===== config.mk =====
export PLATFORM = sky130hd
export DESIGN_NAME = adc_bcd_front
export DESIGN_NICKNAME = d
export VERILOG_FILES = /design/src/rtl/adc_bcd_front_pkg.sv /design/src/rtl/bcd_dabble_seq.sv /design/src/rtl/adc_bcd_front.sv
export SDC_FILE = /design/constraint.sdc
export NUM_CORES = 1
export LEC_CHECK = 0
export ABC_CLOCK_PERIOD_IN_PS = 2300
export CAP_MARGIN = 25
export CORE_MARGIN = 5
export CORE_UTILIZATION = 59
export DETAILED_ROUTE_END_ITERATION = 16
export GPL_TIMING_DRIVEN = 0
export PLACE_DENSITY = 0.83
export SYNTH_ARGS = -nofsm -noshare
export SYNTH_HDL_FRONTEND = slang
export SYNTH_HIERARCHICAL = 1
export SYNTH_SLANG_ARGS = --single-unit

===== constraint.sdc =====
create_clock -name clk -period 2.3 [get_ports clk]
set_input_delay 0.23 -clock clk [delete_from_list [all_inputs] [get_ports clk]]
set_output_delay 0.23 -clock clk [all_outputs]
set_load 0.005 [all_outputs]

===== src/rtl/adc_bcd_front_pkg.sv =====
// Shared definitions for the ADC0804 -> BCD front end: FSM states, widths, digit packing.
package adc_bcd_front_pkg;

    typedef enum logic [2:0] {
        StIdle,
        StStart,
        StWait,
        StRead,
        StScale,
        StConv,
        StUpdate
    } state_e;

    localparam int unsigned BinW   = 14;   // binary operand width fed to the converter
    localparam int unsigned BcdW   = 16;   // four packed BCD digits
    localparam int unsigned BcdMax = 9999; // largest value four digits can show

    // The converter yields thousands in the top nibble; the display port wants
    // thousands in the bottom nibble (first digit shown) and units in the top.
    function automatic logic [BcdW-1:0] pack_digits(input logic [BcdW-1:0] natural);
        return {natural[3:0], natural[7:4], natural[11:8], natural[15:12]};
    endfunction

endpackage


===== src/rtl/bcd_dabble_seq.sv =====
// Sequential double-dabble: one add-3/shift iteration per clock, BinW iterations in total.
// The load cycle already performs the first iteration, so the result is stable (done=1)
// exactly BinW cycles after start.
module bcd_dabble_seq
    import adc_bcd_front_pkg::*;
(
    input  logic            clk,
    input  logic            rst,
    input  logic            start,
    input  logic [BinW-1:0] bin,
    output logic            done,
    output logic [BcdW-1:0] bcd
);

    localparam int unsigned ShW   = BcdW + BinW;
    localparam int unsigned IterW = $clog2(BinW + 1);

    logic [ShW-1:0]   shift_q, shift_d;
    logic [IterW-1:0] iter_q, iter_d;
    logic             run_q, run_d;
    logic             done_q, done_d;

    // One iteration: add 3 to every BCD nibble >= 5, then shift the whole register left.
    function automatic logic [ShW-1:0] dabble_step(input logic [ShW-1:0] v);
        logic [ShW-1:0] a;
        a = v;
        for (int d = 0; d < BcdW / 4; d++) begin
            if (a[BinW + 4*d +: 4] >= 4'd5) begin
                a[BinW + 4*d +: 4] = a[BinW + 4*d +: 4] + 4'd3;
            end
        end
        return {a[ShW-2:0], 1'b0};
    endfunction

    // Next-state: load on start, then iterate until the last iteration is done.
    always_comb begin
        shift_d = shift_q;
        iter_d  = iter_q;
        run_d   = run_q;
        done_d  = 1'b0;
        if (start) begin
            shift_d = dabble_step({{BcdW{1'b0}}, bin});
            iter_d  = IterW'(1);
            run_d   = 1'b1;
        end else if (run_q) begin
            shift_d = dabble_step(shift_q);
            iter_d  = iter_q + IterW'(1);
            if (iter_q == IterW'(BinW - 1)) begin
                run_d  = 1'b0;
                done_d = 1'b1;
            end
        end
    end

    // State registers.
    always_ff @(posedge clk or negedge rst) begin
        if (!rst) begin
            shift_q <= '0;
            iter_q  <= '0;
            run_q   <= 1'b0;
            done_q  <= 1'b0;
        end else begin
            shift_q <= shift_d;
            iter_q  <= iter_d;
            run_q   <= run_d;
            done_q  <= done_d;
        end
    end

    assign done = done_q;
    assign bcd  = shift_q[ShW-1 -: BcdW];

endmodule


===== src/rtl/adc_bcd_front.sv =====
// ADC0804 handshake, sample scaling/clamping and BCD conversion for the LM35 display path.
module adc_bcd_front
    import adc_bcd_front_pkg::*;
#(
    parameter int unsigned SAMPLE_PERIOD = 50000,
    parameter int unsigned WR_PULSE      = 8,
    parameter int unsigned RD_PULSE      = 8,
    parameter int unsigned INTR_TIMEOUT  = 20000,
    parameter int unsigned SCALE_MUL     = 1
) (
    input  logic            clk,
    input  logic            rst,
    input  logic [7:0]      adc_data,
    input  logic            adc_intr_n,
    output logic            adc_cs_n,
    output logic            adc_wr_n,
    output logic            adc_rd_n,
    output logic [BcdW-1:0] bcd,
    output logic            busy,
    output logic            valid,
    output logic            timeout_err
);

    localparam int unsigned PeriodW = $clog2(SAMPLE_PERIOD);
    localparam int unsigned StepA   = (INTR_TIMEOUT > WR_PULSE) ? INTR_TIMEOUT : WR_PULSE;
    localparam int unsigned StepMax = (StepA > RD_PULSE) ? StepA : RD_PULSE;
    localparam int unsigned StepW   = $clog2(StepMax + 1);

    state_e             state_q, state_d;
    logic [PeriodW-1:0] period_q, period_d;
    logic [StepW-1:0]   step_q, step_d;
    logic [7:0]         sample_q, sample_d;
    logic [BcdW-1:0]    bcd_q, bcd_d;
    logic               timeout_q, timeout_d;
    logic               intr_meta_q, intr_sync_q;
    logic               cs_n_q, wr_n_q, rd_n_q, busy_q, valid_q;

    logic [31:0]        product;
    logic [BinW-1:0]    scaled;
    logic               dab_start;
    logic               dab_done;
    logic [BcdW-1:0]    dab_bcd;

    // Two-stage synchroniser for the asynchronous end-of-conversion strobe.
    always_ff @(posedge clk or negedge rst) begin
        if (!rst) begin
            intr_meta_q <= 1'b1;
            intr_sync_q <= 1'b1;
        end else begin
            intr_meta_q <= adc_intr_n;
            intr_sync_q <= intr_meta_q;
        end
    end

    // Scale the captured sample and clamp to what four digits can show.
    always_comb begin
        product = 32'(sample_q) * SCALE_MUL;
        scaled  = (product > BcdMax) ? BinW'(BcdMax) : product[BinW-1:0];
    end

    // FSM next-state; the period counter saturates so a late UPDATE just delays the next START.
    always_comb begin
        state_d   = state_q;
        step_d    = step_q;
        sample_d  = sample_q;
        bcd_d     = bcd_q;
        timeout_d = timeout_q;
        dab_start = 1'b0;
        period_d  = (period_q == PeriodW'(SAMPLE_PERIOD - 1)) ? period_q
                                                               : period_q + PeriodW'(1);
        unique case (state_q)
            StIdle: begin
                step_d = '0;
                if (period_q == PeriodW'(SAMPLE_PERIOD - 1)) begin
                    period_d = '0;
                    state_d  = StStart;
                end
            end
            StStart: begin
                if (step_q == StepW'(WR_PULSE - 1)) begin
                    step_d  = '0;
                    state_d = StWait;
                end else begin
                    step_d = step_q + StepW'(1);
                end
            end
            StWait: begin
                if (!intr_sync_q) begin
                    step_d  = '0;
                    state_d = StRead;
                end else if (step_q == StepW'(INTR_TIMEOUT - 1)) begin
                    step_d    = '0;
                    timeout_d = 1'b1;
                    state_d   = StIdle;
                end else begin
                    step_d = step_q + StepW'(1);
                end
            end
            StRead: begin
                if (step_q == StepW'(RD_PULSE - 1)) begin
                    step_d   = '0;
                    sample_d = adc_data;
                    state_d  = StScale;
                end else begin
                    step_d = step_q + StepW'(1);
                end
            end
            StScale: begin
                dab_start = 1'b1;
                state_d   = StConv;
            end
            StConv: begin
                // Load the display word on the edge into UPDATE, while busy is still high.
                if (dab_done) begin
                    bcd_d     = pack_digits(dab_bcd);
                    timeout_d = 1'b0;
                    state_d   = StUpdate;
                end
            end
            StUpdate: begin
                state_d = StIdle;
            end
            default: begin
                state_d = StIdle;
            end
        endcase
    end

    // FSM and datapath state.
    always_ff @(posedge clk or negedge rst) begin
        if (!rst) begin
            state_q   <= StIdle;
            period_q  <= '0;
            step_q    <= '0;
            sample_q  <= '0;
            bcd_q     <= '0;
            timeout_q <= 1'b0;
        end else begin
            state_q   <= state_d;
            period_q  <= period_d;
            step_q    <= step_d;
            sample_q  <= sample_d;
            bcd_q     <= bcd_d;
            timeout_q <= timeout_d;
        end
    end

    // Registered, glitch-free strobes decoded from the next state.
    always_ff @(posedge clk or negedge rst) begin
        if (!rst) begin
            cs_n_q  <= 1'b1;
            wr_n_q  <= 1'b1;
            rd_n_q  <= 1'b1;
            busy_q  <= 1'b0;
            valid_q <= 1'b0;
        end else begin
            cs_n_q  <= !(state_d inside {StStart, StWait, StRead});
            wr_n_q  <= (state_d != StStart);
            rd_n_q  <= (state_d != StRead);
            busy_q  <= (state_d inside {StRead, StScale, StConv, StUpdate});
            valid_q <= (state_d == StUpdate);
        end
    end

    bcd_dabble_seq u_dabble (
        .clk   (clk),
        .rst   (rst),
        .start (dab_start),
        .bin   (scaled),
        .done  (dab_done),
        .bcd   (dab_bcd)
    );

    assign adc_cs_n    = cs_n_q;
    assign adc_wr_n    = wr_n_q;
    assign adc_rd_n    = rd_n_q;
    assign bcd         = bcd_q;
    assign busy        = busy_q;
    assign valid       = valid_q;
    assign timeout_err = timeout_q;

endmodule


Word-level counts from Yosys, hierarchy flattened. Index checks and enable logic that the tools add are counted.

Register bits: 102. Bits of input ports: 11. Output and inout bits: 22.

Add/sub/neg operators: 7. Order comparisons: 4. Equality and inequality tests: 20. Multiplexer cells: 33. Reduce and logical (&&, ||, !) cells: 11.

Operator list (count): 30-bit 2-to-1 mux (2); 16-bit 2-to-1 mux (3); 15-bit 2-to-1 mux (3); 15-bit case mux with 3 select lines (1); 3-bit 2-to-1 mux (7); 4-bit 2-to-1 mux (5); 3-bit case mux with 6 select lines (1); 16-bit by 1-bit adder with 16-bit output (second input constant) (1); 16-bit == test (second input constant) (1); 4-bit by 3-bit >= comparator with 1-bit output (second input constant) (4); 15-bit by 1-bit adder with 15-bit output (second input constant) (1); 15-bit == test (second input constant) (1); 15-bit by 3-bit == test with 1-bit output (second input constant) (1); 3-bit == test (second input constant) (5); 4-bit by 2-bit adder with 4-bit output (second input constant) (3); 3-bit by 2-bit == test with 1-bit output (second input constant) (4); 1-bit 2-to-1 mux (10); 3-bit by 1-bit == test with 1-bit output (second input constant) (2); 3-bit nonzero test (2); 4-bit by 1-bit adder with 4-bit output (second input constant) (1); 4-bit == test (second input constant) (1); 2-bit != test (second input constant) (2); 2-bit AND reduction (2); 4-bit AND reduction (1); other kinds (10) (11).

Depth between registers and ports, before layout. Gate-level depths: netlist (run 1).

Word-level depth: 7. Depth in mapped cells: 8. Gate-level depth less buffers: 6.

Cells and area by module. The synthesis (run 1) kept the hierarchy.

By module, submodules not included: adc_bcd_front (times used 1, cells an instance 306, area each 3034.2 um2, sequential area each 1657.8 um2); bcd_dabble_seq (times used 1, cells an instance 209, area each 1996.9 um2, sequential area each 875.8 um2).

Worst setup path before layout (run 1). Ideal clock, no wire load.

Path type: register -> register. From: register period_q[0]. To: register period_q[6]. Arrival: 1.722 ns. Setup slack: 0.435 ns. Stages on the path, launching flop included: 9. Buffers on the path: 2. Period minus slack after synthesis: 1.865 ns. Path through: dfrtp_1 -> ha_1 -> and3_1 -> buf_2 -> nand4_2 -> or4_4 -> buf_6 -> a32oi_1 -> a41oi_1.

Word-level cells in the longest chain between the ends: 4. Elaborated cells between the ends (all ways): 5. Those cells by class: add/sub: 1; eq/ne: 1; mux: 3.

Ends and longest elaborated chain: start: declaration (RTL line adc_bcd_front.sv:30) `logic [PeriodW-1:0] period_q, period_d;`; start signal: assignment (RTL line adc_bcd_front.sv:140) `period_q <= period_d;`; 16-bit by 1-bit adder with 16-bit output / 16-bit == test (equally long branches) (RTL line adc_bcd_front.sv:70, adc_bcd_front.sv:69, adc_bcd_front.sv:74); 16-bit 2-to-1 mux (RTL line adc_bcd_front.sv:69) `period_d = (period_q == PeriodW'(SAMPLE_PERIOD - 1)) ? period_q`; 16-bit 2-to-1 mux (RTL line adc_bcd_front.sv:74) `if (period_q == PeriodW'(SAMPLE_PERIOD - 1)) begin`; 16-bit 2-to-1 mux (*) (RTL line adc_bcd_front.sv:71) `unique case (state_q)`; named net period_d[6] (RTL line adc_bcd_front.sv:30).

Mark *: on every way through the listed nets, which the timed path passes. The rest lies on a longest branch. A chain may end at the register's enable or synchronous reset.

Worst setup path after layout (run 1).
From: register step_q[0]. To: register step_q[10].

Word-level cells in the longest chain between the ends: 4. Elaborated cells between the ends (all ways): 7. Those cells by class: add/sub: 1; eq/ne: 2; mux: 4.

Ends and longest elaborated chain: start: declaration (RTL line adc_bcd_front.sv:31) `logic [StepW-1:0] step_q, step_d;`; start signal: assignment (RTL line adc_bcd_front.sv:141) `step_q <= step_d;`; 15-bit by 1-bit adder with 15-bit output / 15-bit == test (equally long branches); 15-bit 2-to-1 mux (RTL line adc_bcd_front.sv:91) `end else if (step_q == StepW'(INTR_TIMEOUT - 1)) begin`; 15-bit 2-to-1 mux (RTL line adc_bcd_front.sv:88) `if (!intr_sync_q) begin`; 15-bit case mux with 3 select lines (*) (RTL line adc_bcd_front.sv:71).

Every way passes the cells marked *; elsewhere a longest branch is shown, timed or not.

==> impl_metrics.yaml, run 1 <==
status:
  status: "finished, final reports clean"
timing:
  finalSetupTns_ns: 0
  finalClockSkew_ns: 0.0131
  maxSlewHeadroom_pct: 46.8
  period_share_pct: 91.2
  setup_ws_ns: 0.202
  worst_pin_slew_ns: 0.792
  whs_ns: 0.267
  fin_crit_ns: 2.10
  hold_viol_final: 0
  max_freq_ghz: 0.477
  rsz0062_at_grt: "false"
  maxSlewViolCount: 0
  finalSetupViolations: 0
finish:
  num_antenna_cells: 0
  area_growth_syn_to_layout_pct: 14.3
  nets: 590
  drive_gt1_share_pct: 14.0
  multi_input_area_mm2: 0.00219
  register_area_mm2: 0.00253
  fillers: 639
  fin_area_mm2: 0.00575
synth:
  synth_xor_area_share_pct: 2.09
  synthAdderAreaFrac_pct: 3.23
  synth.distinct_cells: 66
  yosysMostFrequentCell: "nand2_1"
  synth_top_family_by_area: "simple AND/OR/NAND/NOR gates"
  synth_mux_area_share_pct: 5.20
  ys_seq_area_share_pct: 50.4
  async_flop_share_pct: 100
  synth_compound_area_share_pct: 12.0
  synth_commonest_cells: "104 x nand2_1, 96 x dfrtp_1, 29 x o21ai_0"
  synth_seq_cells: 101
  synth.largest_area_cell: "dfrtp_1"
  synth_area_leaders: "dfrtp_1 48%, nand2_1 7.8%, buf_4 3.3%"
  syn_area_mm2: 0.00503
  synthSimpleGateAreaFrac_pct: 20.4
  netlist_instances: 515
  synth_warnings: 6
  synth_flop_cell: "dfrtp_1"
  yosys.area.top_type_share_pct: 47.7
  synth_edf_count: 0
  syn_avg_cell_area_um2: 9.77
drt:
  routed.top_layer: "met4"
  ant_nets: 0
  routed_via_density: 5.68
  dr.pass1.iters: 4
  wl_met1_mm: 4.47
  wl_mm: 10.1
  drc: 0
  dr_wl_met2_mm: 5.09
  drt-initial-drc-count: 142
  route.vias.total: 3838
  wl_per_cell_um: 15.0
  dr_wl_met3_um: 439
min_path:
  hp-class: "in2reg"
  min_to: "intr_meta_q"
  whs_path_depth: 1
  hold_start: "adc_intr_n"
power:
  p_leak_nw: 2.57
  power_density_mw_per_mm2: 514
  vdd_drop_max_v: 0.000297
  p_total_mw: 2.95
place:
  io_buffers: 32
  dp_slack_ns: 0.207
  routabilityCongestion: 0.882
  post_dp_cell_area_mm2: 0.00553
  hpwlAfterDp_mm: 7.05
floorplan:
  fp.dieW_um: 102
  ios: 33
  core_area_mm2: 0.00826
  die_h_um: 102
  num_rows: 33
  initial_core_util_pct: 60.9
  die-area_mm2: 0.0105
run:
  drv_cap: 0
cts:
  clockBufferDepth: 2
  htree_num_levels: 3
  cts_root_buf: "clkbuf_8"
  cts_sinks: 101
  cts_made_buffers: 9
  cts_tree: "done"
  worstSkewPairLatency_ns: 0.38
  cts.clk_slew.worst_paths_ns: 0.10
worst_setup_path:
  reg2regPathDepth: 8
  rr_endpoint: "step_q[10]"
  critPathLaunchType: "flop"
  r2r-start: "step_q[0]"
  path_class: "reg2reg"
  cp_cell_sequence: "ha_2 -> nor4bb_1 -> nand4_1 -> a22o_1 -> buf_2 -> buf_2 -> a31oi_1 -> a31oi_1"
  cp-end-kind: "flop"
  worst_path_largest_cell_delay_ns: 0.42
  cp.required_ns: 2.53
  cp_max_fo: 10
  r2r_slack_ns: 0.20
  crit_slowest_cell: "dfrtp_1"
  worstPathArrival_ns: 2.33
grt:
  grt-ovfl-total: 0
  grt_pass1_vias: 3717
  grt_antenna_before_repair: 0
  grt_max_degree: 58
  grt_usage_pct: 20.7
  grt_pass1_wl_mm: 17.3
-- power breakdown --
group | switching (mW) | leakage (nW) | internal, mW
logic | 0.0372 | 1.13 | 0.0203
clock network | 0.692 | 0.0964 | 0.425
registers | 0.000980 | 1.35 | 1.78
-- flip-flops by register name, indices dropped and copies added, names as in the netlist --
signal	flops
intr_sync_q	1
u_dabble/run_q	1
u_dabble/done	1
adc_rd_n	1
adc_cs_n	1
step_q	15
u_dabble/iter_q	4
period_q	16
adc_wr_n	1
timeout_err	1
bcd	16
valid	1
u_dabble/shift_q	29
busy	1
intr_meta_q	1
state_q	3
sample_q	8
-- how the worst max path moves through the flow --
stage | start | endpoint | slack [ns] | cells past startpoint
6_report | step_q[0] | step_q[10] | 0.20 | 8
5_1_grt | step_q[1] | step_q[10] | 0.05 | 8
4_1_cts | step_q[0] | step_q[4] | 0.19 | 8
3_5_place_dp | step_q[0] | step_q[4] | 0.21 | 8
3_3_place_gp | rst | bcd[9] | -2.63 | 1
2_1_floorplan | period_q[0] | period_q[6] | 0.43 | 8
-- logic make-up (layout without fill, tap and decap cells) --
kind of cell,after synthesis,after routing
simple gates,208,208
xor+xnor,12,12
compound gates,93,93
other cells,1,6
mux,25,25
fa+ha+maj,13,13
buf+inv,62,113
flops,101,101
-- routing by layer --
| metal | track usage [%] | vias up |
|---|---|---|
| li1 | - | 1885 |
| met1 | 26.7 | 1860 |
| met2 | 34.8 | 82 |
| met3 | 5.12 | 11 |
| met4 | 5.95 | 0 |
| met5 | 0 | - |
-- critical path, delay by kind of cell, from the launching register on --
kind,cells,cell delay [ns]
fa+ha+maj,1,0.26
buf+inv,2,0.37
simple gates,2,0.43
flops,1,0.42
compound gates,3,0.49
-- area by class of cell --
class / instances / area share [%]
Buffer: 41 / 4.44
Clock buffer: 9 / 2.15
Clock inverter: 7 / 1.31
Inverter: 21 / 1.37
Multi-Input combinational cell: 357 / 38.1
Sequential cell: 101 / 44.1
Tap cell: 105 / 2.28
Timing Repair Buffer: 35 / 6.31
-- through the flow --
stage	cells	util, %
3_5_place_dp	658	66.9
6_report	676	69.7
4_1_cts	675	69.5
2_1_floorplan	520	-
5_1_grt	676	69.7
3_3_place_gp	657	66.6
-- cell usage in the layout, fill, tap and decap left out, types with 3 or more instances in the layout --
cell,n
nand2_1,104
dfrtp_1,96
clkdlybuf4s50_1,31
o21ai_0,29
buf_4,24
nor2_1,22
nand3_1,22
inv_1,19
a21oi_1,17
mux2i_1,16
a31oi_1,13
ha_1,12
nand4_1,11
xor2_1,10
nand2b_1,9
mux2_2,9
clkbuf_8,9
buf_2,8
clkbuf_1,8
conb_1,6
and3_1,5
nor3_1,5
a41oi_1,5
dfstp_2,5
a22o_1,4
o32ai_1,4
nor2b_1,3
inv_6,3
-- what timing repair did --
action,CTS,global route
buffers inserted,0,1
setup endpoints to repair,0,8
hold buffers,1,0
endpoints found under the hold margin,43,0
resized for setup,0,2
Note: power is estimated with default switching activity, not from simulation.
==> inputs of run 2 (changes only) <==
--- a/config.mk
+++ b/config.mk
@@ -12,6 +12,7 @@
 export DETAILED_ROUTE_END_ITERATION = 16
 export GPL_TIMING_DRIVEN = 0
 export PLACE_DENSITY = 0.83
+export SETUP_SLACK_MARGIN = 0.05
 export SYNTH_ARGS = -nofsm -noshare
 export SYNTH_HDL_FRONTEND = slang
 export SYNTH_HIERARCHICAL = 1
==> results of run 2 <==
The final DEF is identical to that of run 1; final timing and power are the same.
==> inputs of run 3 (changes only) <==
--- a/config.mk
+++ b/config.mk
@@ -8,10 +8,10 @@
 export ABC_CLOCK_PERIOD_IN_PS = 2300
 export CAP_MARGIN = 25
 export CORE_MARGIN = 5
-export CORE_UTILIZATION = 59
+export CORE_UTILIZATION = 25
 export DETAILED_ROUTE_END_ITERATION = 16
 export GPL_TIMING_DRIVEN = 0
-export PLACE_DENSITY = 0.83
+export PLACE_DENSITY = 0.43
 export SETUP_SLACK_MARGIN = 0.05
 export SYNTH_ARGS = -nofsm -noshare
 export SYNTH_HDL_FRONTEND = slang
==> run 3 against run 2 <==
  * Core utilization fell by 39 points
  * Final cell count rose by 24%
  * Combinational power rose by 2%
  * Sequential power barely moved
  * Hold slack improved by 0.015 ns
  * Routed wire length rose by 13%
  * Clock power rose by 39%
  * Count of clock-buffer cells in the layout did not move
  * Critical endpoint is now sample_q[7]
==> impl_metrics.yaml, run 3 (synthesis results as in run 1) <==
drt:
  drt-initial-drc-count: 142
  wl_mm: 11.4
  route.vias.total: 3807
  drc: 0
  wl_per_cell_um: 13.6
  ant_nets: 0
  dr.pass1.iters: 4
  routed_via_density: 4.55
timing:
  worst_pin_slew_ns: 0.583
  max_freq_ghz: 0.476
  maxSlewHeadroom_pct: 61.1
  finalClockSkew_ns: 0.00835
  hold_viol_final: 0
  maxSlewViolCount: 0
  finalSetupViolations: 0
  setup_ws_ns: 0.199
  rsz0062_at_grt: "false"
  fin_crit_ns: 2.10
  period_share_pct: 91.4
  finalSetupTns_ns: 0
place:
  routabilityCongestion: 0.759
  dp_slack_ns: 0.105
  io_buffers: 32
  hpwlAfterDp_mm: 7.95
grt:
  grt_max_degree: 61
  grt_pass1_vias: 3922
  grt_antenna_before_repair: 0
  grt-ovfl-total: 0
  grt_usage_pct: 10.4
  grt_pass1_wl_mm: 19.9
cts:
  cts_sinks: 101
  htree_num_levels: 3
  clockBufferDepth: 2
  cts_made_buffers: 9
  cts.clk_slew.worst_paths_ns: 0.07
  cts_root_buf: "clkbuf_16"
  cts_tree: "done"
  worstSkewPairLatency_ns: 0.35
finish:
  layout_common_cells: "104 x nand2_1, 96 x dfrtp_1, 31 x clkdlybuf4s50_1, 29 x o21ai_0, 24 x buf_4"
  nets: 590
  num_antenna_cells: 0
  area_growth_syn_to_layout_pct: 20.9
  final_common_cell: "nand2_1"
  final_core_util_pct: 30.9
  largest_reg_flops: 29
  top_register: "u_dabble/shift_q"
  drive_gt1_share_pct: 14.4
power:
  power_density_mw_per_mm2: 558
  vdd_drop_max_v: 0.000276
  p_leak_nw: 2.63
min_path:
  hp-class: "in2reg"
  whs_path_depth: 1
floorplan:
  fp.dieW_um: 152
  ios: 33
  initial_core_util_pct: 25.6
  die-area_mm2: 0.0231
  core_area_mm2: 0.0197
  num_rows: 51
  die_h_um: 152
worst_setup_path:
  path_depth: 5
  worst_path_largest_cell_delay_ns: 0.49
  cp_max_fo: 9
  worstPathArrival_ns: 2.34
  crit_buf_inv: 0
  reg2regPathDepth: 5
  path_class: "reg2reg"
  cp_cell_sequence: "ha_2 -> nor4bb_1 -> nand4_1 -> nor2_2 -> mux2_2"
  cp.required_ns: 2.54
  critPathTopFamily: "simple AND/OR/NAND/NOR gates"
  critPathLaunchType: "flop"
  cp-end-kind: "flop"
  crit_slowest_cell: "nor2_2"
status:
  status: "finished, final reports clean"
run:
  drv_cap: 0
[run 3: routing by layer]
| metal | wire length (um) | vias up | GRT usage, % |
|---|---|---|---|
| met5 | 0 | - | 0 |
| met1 | 5490 | 1865 | 13.3 |
| met3 | 309 | 11 | 2.56 |
| li1 | - | 1881 | - |
| met2 | 5440 | 50 | 17.3 |
| met4 | 171 | 0 | 3.21 |
[run 3: final timing paths]
check,start,to,slack (ns)
min,adc_intr_n,intr_meta_q,0.28
max in group asynchronous,rst,intr_sync_q,1.13
max,step_q[0],sample_q[7],0.20
min reg2reg,intr_meta_q,intr_sync_q,0.37
min in group asynchronous,rst,step_q[9],0.43
max reg2reg,step_q[0],sample_q[7],0.20
[run 3: repair_timing]
action	in CTS	in global routing
endpoints found under the setup margin	0	28
setup buffers	0	1
resized for setup	0	6
hold endpoints to repair	40	0
hold buffers	1	0
[run 3: layout make-up]
class / instances / area [um^2]
clock inverter: 7 / 76.3
inverter: 21 / 78.8
sequential: 101 / 2530
fill: 2064 / 13600
tap: 265 / 332
timing repair buffer: 35 / 363
clock buffer: 9 / 225
buffer: 41 / 255
multi-input combinational: 357 / 2220
[run 3: per-stage QoR]
step	instance area [um^2]	hold slack, ns	total power [mW]	std cells
after global placement	5700	0.368	1.87	817
after floorplan	5050	-0.0656	1.81	520
after global routing	6080	0.275	3.55	836
after detailed placement	5730	0.275	1.88	818
final	6080	0.282	3.40	836
after CTS	6040	0.266	3.48	835
[run 3: report_power, final]
part	switching [mW]	internal, mW	total, mW
Clock	0.711	0.848	1.56
Sequential	0.000915	1.78	1.78
Combinational	0.0384	0.0204	0.0588
